`config.mk`:
```
export PLATFORM = sky130hd
export DESIGN_NAME = if_id_stage_flat
export DESIGN_NICKNAME = d
export VERILOG_FILES = /design/src/rtl/if_id_stage_if.sv /design/src/rtl/if_id_stage.sv /design/src/flat_wrapper.sv
export SDC_FILE = /design/constraint.sdc
export NUM_CORES = 1
export LEC_CHECK = 0
export ABC_AREA = 1
export BUFFER_PORTS_ARGS = -buffer_cell sky130_fd_sc_hd__buf_4
export CORE_ASPECT_RATIO = 1.4
export CORE_MARGIN = 2
export CORE_UTILIZATION = 55
export DETAILED_ROUTE_END_ITERATION = 8
export PLACE_DENSITY = 0.8
export SETUP_SLACK_MARGIN = 0.3
export SYNTH_ARGS = -nofsm -noshare
export SYNTH_HDL_FRONTEND = slang
export SYNTH_SLANG_ARGS = --single-unit
```
`constraint.sdc`:
```
create_clock -name clk -period 1.83 [get_ports clk]
set_input_delay 0.0915 -clock clk [delete_from_list [all_inputs] [get_ports clk]]
set_output_delay 0.0915 -clock clk [all_outputs]
set_load 0.01 [all_outputs]
```
`src/rtl/if_id_stage_if.sv`:
```
// Instruction-memory request/response bus between the fetch stage (master) and imem (slave).
interface if_id_stage_if #(
  parameter int PC_WIDTH = 32
);
  logic                imem_req;
  logic [PC_WIDTH-1:0] imem_addr;
  logic [31:0]         imem_rdata;
  logic                imem_ready;

  modport master (
    output imem_req,
    output imem_addr,
    input  imem_rdata,
    input  imem_ready
  );

  modport slave (
    input  imem_req,
    input  imem_addr,
    output imem_rdata,
    output imem_ready
  );
endinterface

```
`src/rtl/if_id_stage.sv`:
```
// DLX instruction fetch plus IF/ID pipeline register, with wait-state tolerant imem handshake,
// a one-entry skid buffer for stalls and a DRAIN state that retires requests abandoned by redirects.
module if_id_stage #(
  parameter int                  PC_WIDTH  = 32,
  parameter logic [PC_WIDTH-1:0] RESET_PC  = '0,
  parameter logic [31:0]         NOP_INSTR = 32'h0000_0000
) (
  input  logic                clk,
  input  logic                reset,
  input  logic                stall,
  input  logic                redirect,
  input  logic [PC_WIDTH-1:0] redirect_pc,
  if_id_stage_if.master       imem,
  output logic [31:0]         id_instr,
  output logic [PC_WIDTH-1:0] id_pc4,
  output logic                id_valid,
  output logic [5:0]          id_opcode,
  output logic [5:0]          id_funct,
  output logic                fetch_busy
);

  typedef enum logic {FETCH, DRAIN} state_e;

  state_e              state_q, state_d;
  logic [PC_WIDTH-1:0] addr_q, addr_d;
  logic [PC_WIDTH-1:0] pend_pc_q, pend_pc_d;
  logic [31:0]         hold_instr_q, hold_instr_d;
  logic [PC_WIDTH-1:0] hold_pc4_q, hold_pc4_d;
  logic                hold_valid_q, hold_valid_d;
  logic [31:0]         id_instr_q, id_instr_d;
  logic [PC_WIDTH-1:0] id_pc4_q, id_pc4_d;
  logic                id_valid_q, id_valid_d;

  logic                req;
  logic                complete;
  logic [PC_WIDTH-1:0] pc_inc;
  logic [PC_WIDTH-1:0] redirect_aligned;

  // Requests pause while the skid buffer is occupied, so at most one word is ever buffered.
  assign req              = !reset && !hold_valid_q;
  assign complete         = req && imem.imem_ready;
  assign pc_inc           = addr_q + PC_WIDTH'(4);
  assign redirect_aligned = redirect_pc & ~PC_WIDTH'(3);

  always_ff @(posedge clk) begin
    if (reset) begin
      state_q <= FETCH;
    end else begin
      state_q <= state_d;
    end
  end

  always_comb begin
    state_d = state_q;
    case (state_q)
      FETCH:   if (redirect && req && !imem.imem_ready) state_d = DRAIN;
      DRAIN:   if (imem.imem_ready) state_d = FETCH;
      default: state_d = FETCH;
    endcase
  end

  always_comb begin
    fetch_busy = (state_q == DRAIN);
  end

  always_comb begin
    addr_d       = addr_q;
    pend_pc_d    = pend_pc_q;
    hold_instr_d = hold_instr_q;
    hold_pc4_d   = hold_pc4_q;
    hold_valid_d = hold_valid_q;
    id_instr_d   = id_instr_q;
    id_pc4_d     = id_pc4_q;
    id_valid_d   = id_valid_q;
    case (state_q)
      FETCH: begin
        if (redirect) begin
          id_instr_d   = NOP_INSTR;
          id_valid_d   = 1'b0;
          hold_valid_d = 1'b0;
          // An in-flight request cannot be retargeted; park the target until it retires.
          if (req && !imem.imem_ready) pend_pc_d = redirect_aligned;
          else                         addr_d    = redirect_aligned;
        end else if (stall) begin
          if (complete) begin
            hold_instr_d = imem.imem_rdata;
            hold_pc4_d   = pc_inc;
            hold_valid_d = 1'b1;
            addr_d       = pc_inc;
          end
        end else if (hold_valid_q) begin
          id_instr_d   = hold_instr_q;
          id_pc4_d     = hold_pc4_q;
          id_valid_d   = 1'b1;
          hold_valid_d = 1'b0;
        end else if (complete) begin
          id_instr_d = imem.imem_rdata;
          id_pc4_d   = pc_inc;
          id_valid_d = 1'b1;
          addr_d     = pc_inc;
        end else begin
          id_instr_d = NOP_INSTR;
          id_valid_d = 1'b0;
        end
      end
      DRAIN: begin
        if (redirect) pend_pc_d = redirect_aligned;
        if (imem.imem_ready) addr_d = redirect ? redirect_aligned : pend_pc_q;
        if (!stall) begin
          id_instr_d = NOP_INSTR;
          id_valid_d = 1'b0;
        end
      end
      default: ;
    endcase
  end

  always_ff @(posedge clk) begin
    if (reset) begin
      addr_q       <= RESET_PC;
      pend_pc_q    <= RESET_PC;
      hold_instr_q <= NOP_INSTR;
      hold_pc4_q   <= '0;
      hold_valid_q <= 1'b0;
      id_instr_q   <= NOP_INSTR;
      id_pc4_q     <= '0;
      id_valid_q   <= 1'b0;
    end else begin
      addr_q       <= addr_d;
      pend_pc_q    <= pend_pc_d;
      hold_instr_q <= hold_instr_d;
      hold_pc4_q   <= hold_pc4_d;
      hold_valid_q <= hold_valid_d;
      id_instr_q   <= id_instr_d;
      id_pc4_q     <= id_pc4_d;
      id_valid_q   <= id_valid_d;
    end
  end

  assign imem.imem_req  = req;
  assign imem.imem_addr = addr_q;
  assign id_instr       = id_instr_q;
  assign id_pc4         = id_pc4_q;
  assign id_valid       = id_valid_q;
  assign id_opcode      = id_instr_q[31:26];
  assign id_funct       = id_instr_q[5:0];

endmodule

```
`src/flat_wrapper.sv`:
```
// flat-port wrapper written by rule: the top's interface ports become plain ports
module if_id_stage_flat 
#(
  parameter int                  PC_WIDTH  = 32,
  parameter logic [PC_WIDTH-1:0] RESET_PC  = '0,
  parameter logic [31:0]         NOP_INSTR = 32'h0000_0000
)
  (clk, reset, stall, redirect, redirect_pc, id_instr, id_pc4, id_valid, id_opcode, id_funct, fetch_busy, imem_imem_req, imem_imem_addr, imem_imem_rdata, imem_imem_ready);
  if_id_stage_if #(.PC_WIDTH(PC_WIDTH)) imem_i ();
  input  logic clk;
  input  logic reset;
  input  logic stall;
  input  logic redirect;
  input  logic [PC_WIDTH-1:0] redirect_pc;
  output logic [31:0] id_instr;
  output logic [PC_WIDTH-1:0] id_pc4;
  output logic id_valid;
  output logic [5:0] id_opcode;
  output logic [5:0] id_funct;
  output logic fetch_busy;
  output wire logic [$bits(imem_i.imem_req)-1:0] imem_imem_req;
  output wire logic [$bits(imem_i.imem_addr)-1:0] imem_imem_addr;
  input wire logic [$bits(imem_i.imem_rdata)-1:0] imem_imem_rdata;
  input wire logic [$bits(imem_i.imem_ready)-1:0] imem_imem_ready;
  assign imem_imem_req = imem_i.imem_req;
  assign imem_imem_addr = imem_i.imem_addr;
  assign imem_i.imem_rdata = imem_imem_rdata;
  assign imem_i.imem_ready = imem_imem_ready;
  if_id_stage #(.PC_WIDTH(PC_WIDTH), .RESET_PC(RESET_PC), .NOP_INSTR(NOP_INSTR)) u_core (.clk(clk), .reset(reset), .stall(stall), .redirect(redirect), .redirect_pc(redirect_pc), .imem(imem_i), .id_instr(id_instr), .id_pc4(id_pc4), .id_valid(id_valid), .id_opcode(id_opcode), .id_funct(id_funct), .fetch_busy(fetch_busy));
endmodule
```
# After elaboration in Yosys (flattened, before gate mapping)
# Index checks and enable logic that the tools add are counted.
dict set report totals {
  ff_bits 195
  input_bits 69
  out_inout_bits 111
  word_cells 67
}
dict set report op_classes {
  n_addsub 1
  n_eq_ne 8
  mux 31
  bitwise 3
  reduce_logical 15
}
# op n
set ops {}
lappend ops {{32-bit two-way mux} 16}
lappend ops {{32-bit case mux with 2 select lines} 3}
lappend ops {{32-bit by 3-bit adder with 32-bit output, second input constant} 1}
lappend ops {{1-bit two-way mux} 10}
lappend ops {{4-bit AND reduction} 2}
lappend ops {{2-bit inequality test, second input constant} 3}
lappend ops {{3-bit inequality test, second input constant} 2}
lappend ops {{2-bit AND reduction} 3}
lappend ops {{1-bit logical AND} 5}
lappend ops {{4-bit inequality test, second input constant} 1}
lappend ops {{1-bit case mux with 2 select lines} 2}
lappend ops {{1-bit zero test} 3}
lappend ops {{3-bit by 1-bit inequality test with 1-bit output, second input constant} 1}
lappend ops {{1-bit NOT} 3}
lappend ops {{3-bit AND reduction} 1}
lappend ops {{2-bit by 1-bit inequality test with 1-bit output, second input constant} 1}
lappend ops {{2-bit nonzero test} 1}

# Longest topological paths before layout
dict set report depth {
  word_depth 8
  depth_mapped 11
  mapped_depth_nobuf 11
}

# Worst setup path before layout
# No wires, ideal clock.
dict set report synth_timing {
  kind {reg2reg}
  start {register u_core.addr_q[2], in the netlist u_core.imem.imem_addr[2]}
  end {register u_core.id_pc4_q[18], in the netlist u_core.id_pc4[18]}
  setup_time_ns 0.070
  arrival_time_ns 1.530
  setup_slack_ns 0.231
  stages_incl_launch_ff 9
  synth_period_minus_slack_ns 1.599
  path_cell_list {dfxtp_1 > ha_1 > nand2_2 > nor2_1 > nand2_1 > nor2_4 > xor2_1 > nand2_1 > a21oi_1}
}
dict set report synth_between {
  elab_chain_len 3
}
# item line_no
set synth_rtl {}
lappend synth_rtl {{start, declared} if_id_stage.sv:25} ;# logic [PC_WIDTH-1:0] addr_q, addr_d;
lappend synth_rtl {{start signal, assigned} if_id_stage.sv:129} ;# addr_q <= addr_d;
lappend synth_rtl {{32-bit by 3-bit adder with 32-bit output} if_id_stage.sv:42} ;# assign pc_inc = addr_q + PC_WIDTH'(4);
lappend synth_rtl {{32-bit two-way mux} if_id_stage.sv:96} ;# end else if (complete) begin
lappend synth_rtl {{32-bit two-way mux} if_id_stage.sv:91} ;# end else if (hold_valid_q) begin
lappend synth_rtl {{end signal, assigned} if_id_stage.sv:135} ;# id_pc4_q <= id_pc4_d;
lappend synth_rtl {{end, declared} if_id_stage.sv:31} ;# logic [PC_WIDTH-1:0] id_pc4_q, id_pc4_d;
# No other way between the ends. The select of a mux whose other input is x is not followed.
# A chain may end at the register's enable or synchronous reset.

# Worst setup path after layout
dict set report layout_timing {
  start {register u_core.addr_q[3], in the netlist u_core.imem.imem_addr[3]}
  end {register u_core.hold_pc4_q[22]}
}
dict set report layout_between {
  elab_chain_len 1
}
# item line_no
set layout_rtl {}
lappend layout_rtl {{32-bit by 3-bit adder with 32-bit output} if_id_stage.sv:42}
lappend layout_rtl {{end signal, assigned} if_id_stage.sv:132} ;# hold_pc4_q <= hold_pc4_d;
lappend layout_rtl {{end, declared} if_id_stage.sv:28} ;# logic [PC_WIDTH-1:0] hold_pc4_q, hold_pc4_d;
# No other way between the ends.

==> flow_metrics.tcl <==
set metrics [dict create \
    post-route-period-util_pct 90.11 \
    drive_above_1_share_pct 27.17 \
    critical_path_peak_fanout 5 \
    synth_cells 1285 \
    power.density_cell_area_mw_per_mm2 826.2 \
    wl_final_um 29470 \
    syn_area_mm2 0.008946 \
    grt-ovfl-total 0 \
    crit_path_top_delay_cell "sky130_fd_sc_hd__dfxtp_4" \
    io_buffer_count 177 \
    fraction_of_registers_with_async_set_reset_pct 0 \
    max_clock_freq_mhz 606.4 \
    place_hpwl_um 16590 \
    drt_first_pass_iters 6 \
    clock_path_buffers 2 \
    internal_power_uw 7633 \
    min-delay-start "redirect_pc[9]" \
    grt_antenna_before_repair 0 \
    finalCriticalPeriod_ns 1.649 \
    power_frac_seq_pct 44.8 \
    rsz0062_at_grt "true" \
    synth_seq_area_share_pct 43.64 \
    vdd.ir_drop.worst_v 0.0006795 \
    core_region_area_mm2 0.01603 \
    synth.distinct_cells 37 \
    start_kind "flop" \
    synth_top_family_by_area "compound AO/OA/AOI/OAI gates" \
    path_cells "ha_4 > nand2_4 > nor2_4 > nand2_4 > nor2_4 > nand2_1 > nand2_1 > nand2_2 > o21ai_1 > inv_1" \
    grt_first_pass_wirelength_um 41990 \
    synth_compound_gate_area_share_pct 23.68 \
    syn_to_layout_area_delta_pct 40.42 \
    synth-xor-area-share_pct 1.371 \
    timing.critical_path.max_delay_family "simple AND/OR/NAND/NOR gates" \
    crit_arrival_ns 1.98 \
    antenna_cells_inserted 0 \
    wl_per_cell_um 17.14 \
    netSwitchingPower_uw 2746 \
    worstSetupEndpointType "flop" \
    crit_path_max_incr_delay_ns 0.39 \
    cts.reportedPaths.clkPinSlew_ns 0.07 \
    drv_cap 0 \
    cts_inserted_buffers 17 \
    via_count 9702 \
    tightestPinTransition_ns 0.5744 \
    synth.net_count 1355 \
    setup_viol 0 \
    initial_utilization_pct 55.79 \
    yosys_most_used_dff "sky130_fd_sc_hd__dfxtp_1" \
    die_h_um 154.9 \
    clock_tree.root_cell "sky130_fd_sc_hd__clkbuf_16" \
    edff_count_synth 0 \
    cts_tree "built" \
    slew_violations 0 \
    drt_iter0_markers 1021 \
    grt_max_degree 102 \
    power_leakage_uw 0.005323 \
    die_width_um 111.8 \
    synthSimpleGateAreaFrac_pct 20.57 \
    ant_nets 0 \
    outcome "complete, no violations" \
    combPwrFrac_pct 15.7 \
    synth.area.mux_share_pct 0 \
    htree_num_levels 4 \
    power.share.clock_pct 39.6 \
    timing.final.hold_violations 0 \
    die_area_mm2 0.01732 \
    floorplan.io_pins 180 \
    routed_via_density 5.644 \
    critical_setup_path_class "flop to flop" \
    row_count 55 \
    maxSlewHeadroom_pct 61.58 \
    critical_path_buf_inv_count 1 \
    synthAdderAreaFrac_pct 0.1399 \
    worst-endpoint-required_ns 2.16 \
    critPathLaunch "u_core.imem.imem_addr[3]" \
    syn-mean-instance-area_um2 6.962 \
    worst_hold_path_type "input pin to flop" \
    vias_in_the_first_global_route 8626 \
    cts.sink_count 195 \
    layout.nets 1579 \
    grt.total_usage_pct 29.68 \
    fin_skew_ns 0.008660 \
    report.power.total_uw 10380 \
    r2r_start "u_core.imem.imem_addr[3]" \
    place.gp.congestion 0.9321 \
    switching_share_pct 26.45 \
    clock_insertion_delay_worst_skew_ns 0.43 \
    yosysWarnings 0 \
    setup_total_negative_slack_ns 0 \
    synth-seq-cells 195 \
    remaining_drc_errors 0 \
]
stage by stage:
stage	utilization [%]	setup slack [ns]	instance area [um2]	hold WS, ns	std cells
finish	78.35	0.1809	12560	0.04589	1719
global route	78.35	0.1022	12560	0.08150	1719
CTS	73.66	0.2848	11810	0.02951	1692
detailed placement	64.79	0.1057	10390	0.3880	1605
global placement	64.79	0.1624	10390	0.3796	1605
floorplan	-	0.3070	8949	0.2166	1285
cells in the final DEF, fill, tap and decap left out, types with 5 or more instances in the layout:
cell type	instances
sky130_fd_sc_hd__a21oi_2	19
sky130_fd_sc_hd__a21oi_1	171
sky130_fd_sc_hd__bufinv_16	5
sky130_fd_sc_hd__nor2_4	12
sky130_fd_sc_hd__nand2_1	259
sky130_fd_sc_hd__buf_4	213
sky130_fd_sc_hd__dfxtp_4	14
sky130_fd_sc_hd__nand2_2	25
sky130_fd_sc_hd__buf_12	12
sky130_fd_sc_hd__nor2_1	80
sky130_fd_sc_hd__dfxtp_1	170
sky130_fd_sc_hd__dlygate4sd3_1	55
sky130_fd_sc_hd__o21ai_0	168
sky130_fd_sc_hd__clkbuf_16	24
sky130_fd_sc_hd__o21ai_1	37
sky130_fd_sc_hd__inv_1	111
sky130_fd_sc_hd__nand2_4	6
sky130_fd_sc_hd__a31oi_1	8
sky130_fd_sc_hd__buf_6	9
sky130_fd_sc_hd__dfxtp_2	11
sky130_fd_sc_hd__nor2_2	23
sky130_fd_sc_hd__nand3b_1	5
sky130_fd_sc_hd__nand3_1	26
power by group through the flow:
stage	registers, uW	clock network, uW	logic (uW)
5_1_grt	4660	4310	1760
3_5_place_dp	4700	0	1290
4_1_cts	4620	4140	1430
3_3_place_gp	4700	0	1270
2_1_floorplan	4710	0	703
6_report	4650	4110	1630
state kept, by name, indices dropped and copies added, names as in the netlist:
| register | cells |
|---|---|
| u_core.hold_instr_q | 32 |
| u_core.hold_pc4_q | 32 |
| u_core.id_instr | 32 |
| u_core.id_pc4 | 32 |
| u_core.imem.imem_addr | 32 |
| u_core.pend_pc_q | 32 |
| u_core.fetch_busy | 1 |
| u_core.hold_valid_q | 1 |
| u_core.id_valid | 1 |
cells by family after synthesis:
family,after synthesis
compound gates,416
fa+ha+maj,1
xor+xnor,14
buf+inv,213
flops,195
simple gates,446
worst paths after layout:
kind	slack, ns	cells after the start	end
worst max-delay path	0.18	10	u_core.hold_pc4_q[22]
worst min-delay path	0.05	5	u_core.pend_pc_q[9]
worst max register to register	0.18	10	u_core.hold_pc4_q[22]
worst min register to register	0.45	2	u_core.hold_instr_q[4]
layer usage:
layer | up-vias | GRT usage [%] | wire, um
li1 | 4609 | - | -
met1 | 4539 | 36.01 | 11440
met2 | 474 | 51.69 | 14910
met3 | 80 | 5.103 | 1969
met4 | 0 | 12.93 | 1145
met5 | - | 0 | 0
worst min-delay path, delay by kind of cell:
kind	cells	cell delay, ns
AND/OR/NAND/NOR	2	0.10
AO/OA/AOI/OAI	1	0.13
buffers and inverters	2	0.13
timing repair:
action	in CTS	in global routing
endpoints found under the hold margin	67	0
setup endpoints to repair	107	166
hold buffers	55	0
pin swaps	7	35
buffers inserted	1	18
cloned	1	9
gates resized for setup	65	129
synth_stat cells, types with 4 or more instances:
master                     instances  area, um2
sky130_fd_sc_hd__o21ai_1          20      100.1
sky130_fd_sc_hd__xor2_1            9      78.83
sky130_fd_sc_hd__xnor2_1           5      43.79
sky130_fd_sc_hd__nand2_1         285       1070
sky130_fd_sc_hd__buf_4            19      142.6
sky130_fd_sc_hd__nand3_1          30      150.1
sky130_fd_sc_hd__inv_1           112      420.4
sky130_fd_sc_hd__buf_2            21      105.1
sky130_fd_sc_hd__nor2_1          108      405.4
sky130_fd_sc_hd__o21ai_0         189      945.9
sky130_fd_sc_hd__nor2_4            4      45.04
sky130_fd_sc_hd__buf_6             6      67.56
sky130_fd_sc_hd__dfxtp_1         195       3904
sky130_fd_sc_hd__nand3b_1          5      37.54
sky130_fd_sc_hd__a31oi_1           8      50.05
sky130_fd_sc_hd__clkbuf_1         43      161.4
sky130_fd_sc_hd__a21oi_1         190      950.9
layout make-up:
cell class | count | area, um2
Fill cell | 1083 | 3472
Multi-Input combinational cell | 877 | 4498
Sequential cell | 195 | 3970
Clock inverter | 12 | 203.9
Tap cell | 199 | 249.0
Inverter | 119 | 478.0
Clock buffer | 18 | 439.2
Timing Repair Buffer | 299 | 2724
Note: power is estimated with default switching activity, not from simulation.
